`config.mk`:
```
export PLATFORM = sky130hd
export DESIGN_NAME = button_events_flat
export DESIGN_NICKNAME = d
export VERILOG_FILES = /design/src/rtl/button_events_if.sv /design/src/rtl/button_events.sv /design/src/flat_wrapper.sv
export SDC_FILE = /design/constraint.sdc
export NUM_CORES = 1
export LEC_CHECK = 0
export ABC_CLOCK_PERIOD_IN_PS = 9500
export CORE_ASPECT_RATIO = 0.8
export CORE_UTILIZATION = 45
export CTS_CLUSTER_DIAMETER = 100
export DETAILED_ROUTE_END_ITERATION = 8
export HOLD_SLACK_MARGIN = 0.02
export PLACE_DENSITY = 0.61
export SYNTH_ARGS = -nofsm -noshare
export SYNTH_HDL_FRONTEND = slang
export SYNTH_SLANG_ARGS = --single-unit
```
`constraint.sdc`:
```
create_clock -name clk -period 9.5 [get_ports clk]
set_input_delay 1.425 -clock clk [delete_from_list [all_inputs] [get_ports clk]]
set_output_delay 1.425 -clock clk [all_outputs]
set_load 0.02 [all_outputs]
```
`src/rtl/button_events_if.sv`:
```
// Button event bus: debounced button levels and tick strobe in, event pulses out.
// master: upstream / consumer side (drives tick and buttons, observes events).
// slave : the button_events block.
// The release pulse vector is named rel because release is a reserved word.
interface button_events_if #(
  parameter int unsigned NOB    = 6,
  parameter int unsigned CODE_W = 3
);
  logic              tick;      // one-cycle 1 ms strobe
  logic [NOB-1:0]    buttons;   // debounced levels, synchronous to clk
  logic [NOB-1:0]    press;     // pulse on 0->1
  logic [NOB-1:0]    rel;       // pulse on 1->0
  logic [NOB-1:0]    long;      // pulse when hold time expires
  logic [NOB-1:0]    rpt;       // auto-repeat pulse
  logic [NOB-1:0]    held;      // level, button FSM not idle
  logic              ev_valid;  // any press or rpt bit set
  logic [CODE_W-1:0] ev_code;   // lowest button index with press|rpt

  modport master (
    output tick, buttons,
    input  press, rel, long, rpt, held, ev_valid, ev_code
  );

  modport slave (
    input  tick, buttons,
    output press, rel, long, rpt, held, ev_valid, ev_code
  );
endinterface

```
`src/rtl/button_events.sv`:
```
// button_events: turns debounced button levels into single-cycle press, release,
// long-press and auto-repeat pulses, plus a prioritised event code for menu logic.
// Timing is counted in external tick strobes.
//
// Ports:
//   clk   - rising-edge clock
//   reset - asynchronous, active-high reset
//   bus   - button_events_if.slave: tick, buttons in; press, rel, long, rpt,
//           held, ev_valid, ev_code out (all outputs registered)
//
// Build option: define BUTTON_EVENTS_REPEAT_EN to build the auto-repeat state.
// Without it, rpt is always 0, a long press parks the FSM in HOLD until release,
// and ev_valid/ev_code reflect press only.
module button_events #(
  parameter int unsigned NOB          = 6,
  parameter int unsigned CODE_W       = 3,
  parameter int unsigned CNT_W        = 10,
  parameter int unsigned HOLD_TICKS   = 500,
  parameter int unsigned REPEAT_TICKS = 100
) (
  input  logic            clk,
  input  logic            reset,
  button_events_if.slave  bus
);

  if (NOB < 1 || (1 << CODE_W) < NOB || HOLD_TICKS < 1 || HOLD_TICKS >= (1 << CNT_W) ||
      REPEAT_TICKS < 1 || REPEAT_TICKS >= (1 << CNT_W)) begin : g_bad_params
    $error("button_events: parameter out of range");
  end

`ifdef BUTTON_EVENTS_REPEAT_EN
  typedef enum logic [1:0] {StIdle, StHold, StRepeat} state_e;
  localparam logic [CNT_W-1:0] RepeatLast = CNT_W'(REPEAT_TICKS - 1);
`else
  typedef enum logic [1:0] {StIdle, StHold} state_e;
`endif

  localparam logic [CNT_W-1:0] HoldLast = CNT_W'(HOLD_TICKS - 1);

  logic [NOB-1:0]    btn_q;
  state_e            state_q [NOB];
  state_e            state_d [NOB];
  logic [CNT_W-1:0]  cnt_q   [NOB];
  logic [CNT_W-1:0]  cnt_d   [NOB];

  logic [NOB-1:0]    press_d, rel_d, long_d, rpt_d, held_d;
  logic [NOB-1:0]    press_q, rel_q, long_q, rpt_q, held_q;
  logic [NOB-1:0]    ev_vec;
  logic              ev_valid_d, ev_valid_q;
  logic [CODE_W-1:0] ev_code_d, ev_code_q;

  always_comb begin
    for (int i = 0; i < int'(NOB); i++) begin
      state_d[i] = state_q[i];
      cnt_d[i]   = cnt_q[i];
      press_d[i] = 1'b0;
      rel_d[i]   = 1'b0;
      long_d[i]  = 1'b0;
      rpt_d[i]   = 1'b0;

      case (state_q[i])
        StIdle: begin
          // Ticks are ignored here; only a rising edge leaves IDLE.
          if (bus.buttons[i] && !btn_q[i]) begin
            state_d[i] = StHold;
            cnt_d[i]   = '0;
            press_d[i] = 1'b1;
          end
        end
        StHold: begin
          // Release wins over a coincident tick expiry.
          if (!bus.buttons[i]) begin
            state_d[i] = StIdle;
            cnt_d[i]   = '0;
            rel_d[i]   = 1'b1;
          end else if (bus.tick) begin
            if (cnt_q[i] == HoldLast) begin
              long_d[i] = 1'b1;
`ifdef BUTTON_EVENTS_REPEAT_EN
              rpt_d[i]   = 1'b1;
              cnt_d[i]   = '0;
              state_d[i] = StRepeat;
`else
              // Park one past the terminal count so counting stops and long
              // cannot fire again until the button is released.
              cnt_d[i] = CNT_W'(HOLD_TICKS);
`endif
            end else if (cnt_q[i] < HoldLast) begin
              cnt_d[i] = cnt_q[i] + 1'b1;
            end
          end
        end
`ifdef BUTTON_EVENTS_REPEAT_EN
        StRepeat: begin
          if (!bus.buttons[i]) begin
            state_d[i] = StIdle;
            cnt_d[i]   = '0;
            rel_d[i]   = 1'b1;
          end else if (bus.tick) begin
            if (cnt_q[i] == RepeatLast) begin
              rpt_d[i] = 1'b1;
              cnt_d[i] = '0;
            end else begin
              cnt_d[i] = cnt_q[i] + 1'b1;
            end
          end
        end
`endif
        default: begin
          state_d[i] = StIdle;
          cnt_d[i]   = '0;
        end
      endcase

      held_d[i] = (state_d[i] != StIdle);
    end
  end

  // Event code is derived from the next-cycle pulse vector so it lines up with
  // the registered pulses; scanning downwards leaves the lowest index winning.
  always_comb begin
    ev_vec     = press_d | rpt_d;
    ev_valid_d = |ev_vec;
    ev_code_d  = '0;
    for (int i = int'(NOB) - 1; i >= 0; i--) begin
      if (ev_vec[i]) ev_code_d = CODE_W'(i);
    end
  end

  always_ff @(posedge clk or posedge reset) begin
    if (reset) begin
      btn_q      <= '0;
      press_q    <= '0;
      rel_q      <= '0;
      long_q     <= '0;
      rpt_q      <= '0;
      held_q     <= '0;
      ev_valid_q <= 1'b0;
      ev_code_q  <= '0;
      for (int i = 0; i < int'(NOB); i++) begin
        state_q[i] <= StIdle;
        cnt_q[i]   <= '0;
      end
    end else begin
      btn_q      <= bus.buttons;
      press_q    <= press_d;
      rel_q      <= rel_d;
      long_q     <= long_d;
      rpt_q      <= rpt_d;
      held_q     <= held_d;
      ev_valid_q <= ev_valid_d;
      ev_code_q  <= ev_code_d;
      for (int i = 0; i < int'(NOB); i++) begin
        state_q[i] <= state_d[i];
        cnt_q[i]   <= cnt_d[i];
      end
    end
  end

  assign bus.press    = press_q;
  assign bus.rel      = rel_q;
  assign bus.long     = long_q;
  assign bus.rpt      = rpt_q;
  assign bus.held     = held_q;
  assign bus.ev_valid = ev_valid_q;
  assign bus.ev_code  = ev_code_q;

endmodule

```
`src/flat_wrapper.sv`:
```
// flat-port wrapper written by rule: the top's interface ports become plain ports
module button_events_flat 
#(
  parameter int unsigned NOB          = 6,
  parameter int unsigned CODE_W       = 3,
  parameter int unsigned CNT_W        = 10,
  parameter int unsigned HOLD_TICKS   = 500,
  parameter int unsigned REPEAT_TICKS = 100
)
  (clk, reset, bus_tick, bus_buttons, bus_press, bus_rel, bus_long, bus_rpt, bus_held, bus_ev_valid, bus_ev_code);
  button_events_if #(.NOB(NOB), .CODE_W(CODE_W)) bus_i ();
  input  logic clk;
  input  logic reset;
  input wire logic [$bits(bus_i.tick)-1:0] bus_tick;
  input wire logic [$bits(bus_i.buttons)-1:0] bus_buttons;
  output wire logic [$bits(bus_i.press)-1:0] bus_press;
  output wire logic [$bits(bus_i.rel)-1:0] bus_rel;
  output wire logic [$bits(bus_i.long)-1:0] bus_long;
  output wire logic [$bits(bus_i.rpt)-1:0] bus_rpt;
  output wire logic [$bits(bus_i.held)-1:0] bus_held;
  output wire logic [$bits(bus_i.ev_valid)-1:0] bus_ev_valid;
  output wire logic [$bits(bus_i.ev_code)-1:0] bus_ev_code;
  assign bus_i.tick = bus_tick;
  assign bus_i.buttons = bus_buttons;
  assign bus_press = bus_i.press;
  assign bus_rel = bus_i.rel;
  assign bus_long = bus_i.long;
  assign bus_rpt = bus_i.rpt;
  assign bus_held = bus_i.held;
  assign bus_ev_valid = bus_i.ev_valid;
  assign bus_ev_code = bus_i.ev_code;
  button_events #(.NOB(NOB), .CODE_W(CODE_W), .CNT_W(CNT_W), .HOLD_TICKS(HOLD_TICKS), .REPEAT_TICKS(REPEAT_TICKS)) u_core (.clk(clk), .reset(reset), .bus(bus_i));
endmodule
```
* Yosys cells after proc, flatten, opt, wreduce, memory -nomap -nowiden
Cells that the tools add are included.
Word-level totals: word-level logic and storage cells 200, register bits 106, output and inout bits 34
Cells by class: order comparisons 6, add/subtract/negate cells 6, reduce and logical (&&, ||, !) cells 31, muxes and demuxes 108, equal/unequal tests 30
Operator list (count):
- $mux 10 | 30
- $pmux 10 s2 | 6
- $add 10x1->10 const B | 6
- $eq 10x9->1 const B | 6
- $lt 10x9->1 const B | 6
- $mux 1 | 48
- $mux 2 | 12
- $ne 4x2->1 const B | 6
- $pmux 2 s2 | 6
- $mux 3 | 6
- $ne 3x3->1 const B | 6
- $reduce_and 3->1 | 6
- $eq 2x1->1 const B | 6
- $logic_not 2->1 | 6
- $ne 2x1->1 const B | 6
- $reduce_bool 2->1 | 6
- $logic_and 1x1->1 | 6
- $logic_not 1->1 | 6
- $reduce_or 6->1 | 1

* Logic depth before layout (Yosys ltp)
depth in word-level cells 10, mapped depth 5, depth with buffers taken out 5

* Worst setup path after synthesis
OpenSTA, ideal clock, no wires.
path type input to register, start in bus_tick, end reg u_core.cnt_q[36] (netlist bit), arrival time 2.349 ns, path buffers 1, cell stages on the path 4, slack 7.030 ns, cells stage by stage buf_4 -> o32ai_1 -> nor3_1 -> a22o_1
Between the ends: longest elaborated chain between the ends 2
Ends and longest elaborated chain:
- from (decl) | RTL line flat_wrapper.sv:14 | input wire logic [$bits(bus_i.tick)-1:0] bus_tick;
- $ne 3x3->1 (no line)
- $reduce_and 3->1 (no line)
- to (signal, indexed assignment) | RTL line button_events.sv:155 | cnt_q[i] <= cnt_d[i];
- to (decl) | RTL line button_events.sv:43 | logic [CNT_W-1:0] cnt_q [NOB];
No other way between the ends. A chain may end at the register's enable or synchronous reset.

* Final worst setup path
start in bus_tick, end reg u_core.cnt_q[50] (netlist bit)
Same word-level chain as after synthesis.

==> impl_results.md <==
* Reg2Reg Launch Point: u_core.cnt_q[30]
* Post-cts sizing count at 0
* Fin util at 0.542
* DIE WIDTH at 122 um
* Synthesis-to-finish area growth at 15.9%
* CTS Hold Bufs at 0
* YS warnings at 0
* Die height at 97.7 um
* Run status: complete, no violations
* Final Wtd Congestion at 0.874
* CTS root buffer: clkbuf_16
* Top FF cell, synth: dfrtp_1
* Cells after DPL at 684
* Critical path arrival at 3.43 ns
* Startpoint types: input pin
* Top cell type's share of synthesized area at 0.515
* Slowest CP cell: clkdlybuf4s50_1
* CTS Buf Count at 9
* Clk slew on worst S/H paths at 0.07 ns
* CTS Sinks at 106
* Detailed router's first-iteration violation count at 376
* I/O Buffers at 36
* Worst slew pin tran at 0.903 ns
* Final setup vio count at 0
* Grt ovf at 0
* Core Footprint at 11000 um^2
* CP cell instances: clkdlybuf4s50_1 > nor2_1 > a32oi_2 > o311ai_0 > mux2_2
* DRC at 0
* Top cells by count, synth: 106 x dfrtp_1, 42 x nor2_1, 41 x nand2_1, 28 x o21ai_0, 25 x a21oi_1
* Origin of the worst setup path: bus_tick
* Setup Skew at 0.00685 ns
* Finished Cell Area at 5970 um^2
* Post-synthesis sequential area ratio at 0.515
* WL per Instance at 15.4 um
* Area leader, netlist: dfrtp_1
* Worst-path fanout max at 15
* Lkg Pwr at 2.61 nW
* CTS Buffer Depth at 2
* Post-DP HPWL at 7.40 mm
* Distinct cells, synth at 66
* Maxcap violations at 0
* Crit path time final at 3.21 ns
* Vias per inst at 5.80
* Final net count at 566
* Die ar. at 11900 um^2
* Initial Utilization at 0.468
* Vias at 4060
* Post-CTS Setup Bufs at 0
* Post-Syn Instances at 509
* I/O pins at 43
* Site row count at 34
* Detail Route Antenna Nets at 0
* Critical hold path startpoint: u_core.btn_q[1]
* Critical Path RT at 9.73 ns
* Period Utilization, post-route at 0.337
* Kind of critical path: in2reg
* Aggregate global-route resource usage at 0.195
* Endpoint class of the critical path: flip-flop
* H-tree lvl count at 3
* Sum Neg Setup Slack at 0 ns
* Vias in the first global route at 3785
* F_max at 0.312 GHz
* Layout cells sized above 1 at 0.0791
* Async SR Flop Fraction at 1.00
* Syn Area/Cell at 10.1 um^2
* Non-Filler Instances at 700
* Cell Area, Placed at 5640 um^2
* Largest net degree at the start of global routing at 74
* CTS tree: yes
* RSZ-0062 raised after global routing: no
* Initial antenna violation count at 0
* CP peak stage delay at 0.87 ns
* Final wirelength at 10.8 mm
* Synthesized flop and latch total at 106
* Worst IR Drop VDD at 97.5 uV
* EDFF count, synth at 0
* Cells on Worst Hold Path at 1
* Final hold viol count at 0
* Drt pass-1 iters at 5
* Slew HR at 0.398
* First-pass GRT wire length at 18.4 mm
* R2R cell count at 5
* Power Dens Cells at 158 nW/um^2
* Top area cells in the synthesized netlist: dfrtp_1 51%, nor2_1 3.1%, nand2_1 3.0%
* Antenna Cells at 0
* Hold Crit Class: reg2reg
* Worst skew pair latency at 0.34 ns
* Slew Limit Fails at 0
* Post-Syn Area at 5150 um^2
* Final hold slack at 0.495 ns
* Top-count cell post-synth: dfrtp_1
-- per-layer routing --
layer	wire, um	global-route usage	up-vias
met1	5500	0.295	1978
met5	0	0	-
li1	-	-	1989
met4	51	0.0380	0
met3	475	0.0534	4
met2	4740	0.278	89
-- layout by cell type (no fill, tap or decap), drive strengths merged, types with 14 or more instances in the layout --
| cell | instances |
|---|---|
| dfrtp | 106 |
| nor2 | 42 |
| nand2 | 41 |
| clkdlybuf4s50 | 36 |
| o21ai | 28 |
| a21oi | 26 |
| inv | 21 |
| a31oi | 19 |
| nor3 | 14 |
-- final timing paths --
check                                      end  slack (ns)
min in group asynchronous  u_core.bus.press[0]        1.45
setup reg to reg              u_core.cnt_q[36]        7.74
setup / recovery              u_core.cnt_q[50]        6.29
hold reg to reg            u_core.bus.press[1]        0.49
hold / removal             u_core.bus.press[1]        0.49
max in group asynchronous     u_core.cnt_q[46]        6.80
-- critical path: cells and delay by family --
kind	cells	cell delay, ns
buffers and inverters	1	0.87
AOI/OAI and AO/OA	2	0.72
muxes	1	0.31
and+or+nand+nor	1	0.11
-- area by class of cell --
cell class / count / area (um^2)
fillers: 966 / 5050
flip-flops and latches: 106 / 2650
multi-input cells: 377 / 2360
repair buffers: 37 / 368
clock buffers: 10 / 239
well taps: 144 / 180
clock inverters: 6 / 88.8
inverters: 20 / 77.6
-- where the power goes --
group	internal (mW)	total, mW	switching, mW
Clock	0.239	0.403	0.165
Combinational	0.0245	0.0673	0.0427
Sequential	0.462	0.472	0.0102
Total	0.725	0.943	0.218
-- flip-flops by register name, summed over array words and instances, names as in the netlist --
register,cells
u_core.btn_q,6
u_core.bus.press,6
u_core.cnt_q,60
u_core.state_q,12
u_core.bus.ev_valid,1
u_core.bus.rel,6
u_core.bus.long,6
u_core.bus.ev_code,3
u_core.bus.held,6
-- kinds of logic after synthesis --
logic type               count (synthesis)  synth area share
AO/OA/AOI/OAI                          144             0.196
other                                    1          0.000728
multiplexers                             6            0.0126
AND/OR/NAND/NOR                        209             0.227
adder cells (fa/ha/maj)                  6            0.0146
flip-flops                             106             0.515
buffers and inverters                   37            0.0342
-- through the flow --
stage                     setup WS (ns)  total power [mW]
after floorplan                    5.29             0.523
after global placement             5.96             0.548
after detailed placement           5.92             0.549
after CTS                          6.30             0.955
after global routing               6.14             0.983
final                              6.29             0.943
Note: power is estimated with default switching activity, not from simulation.
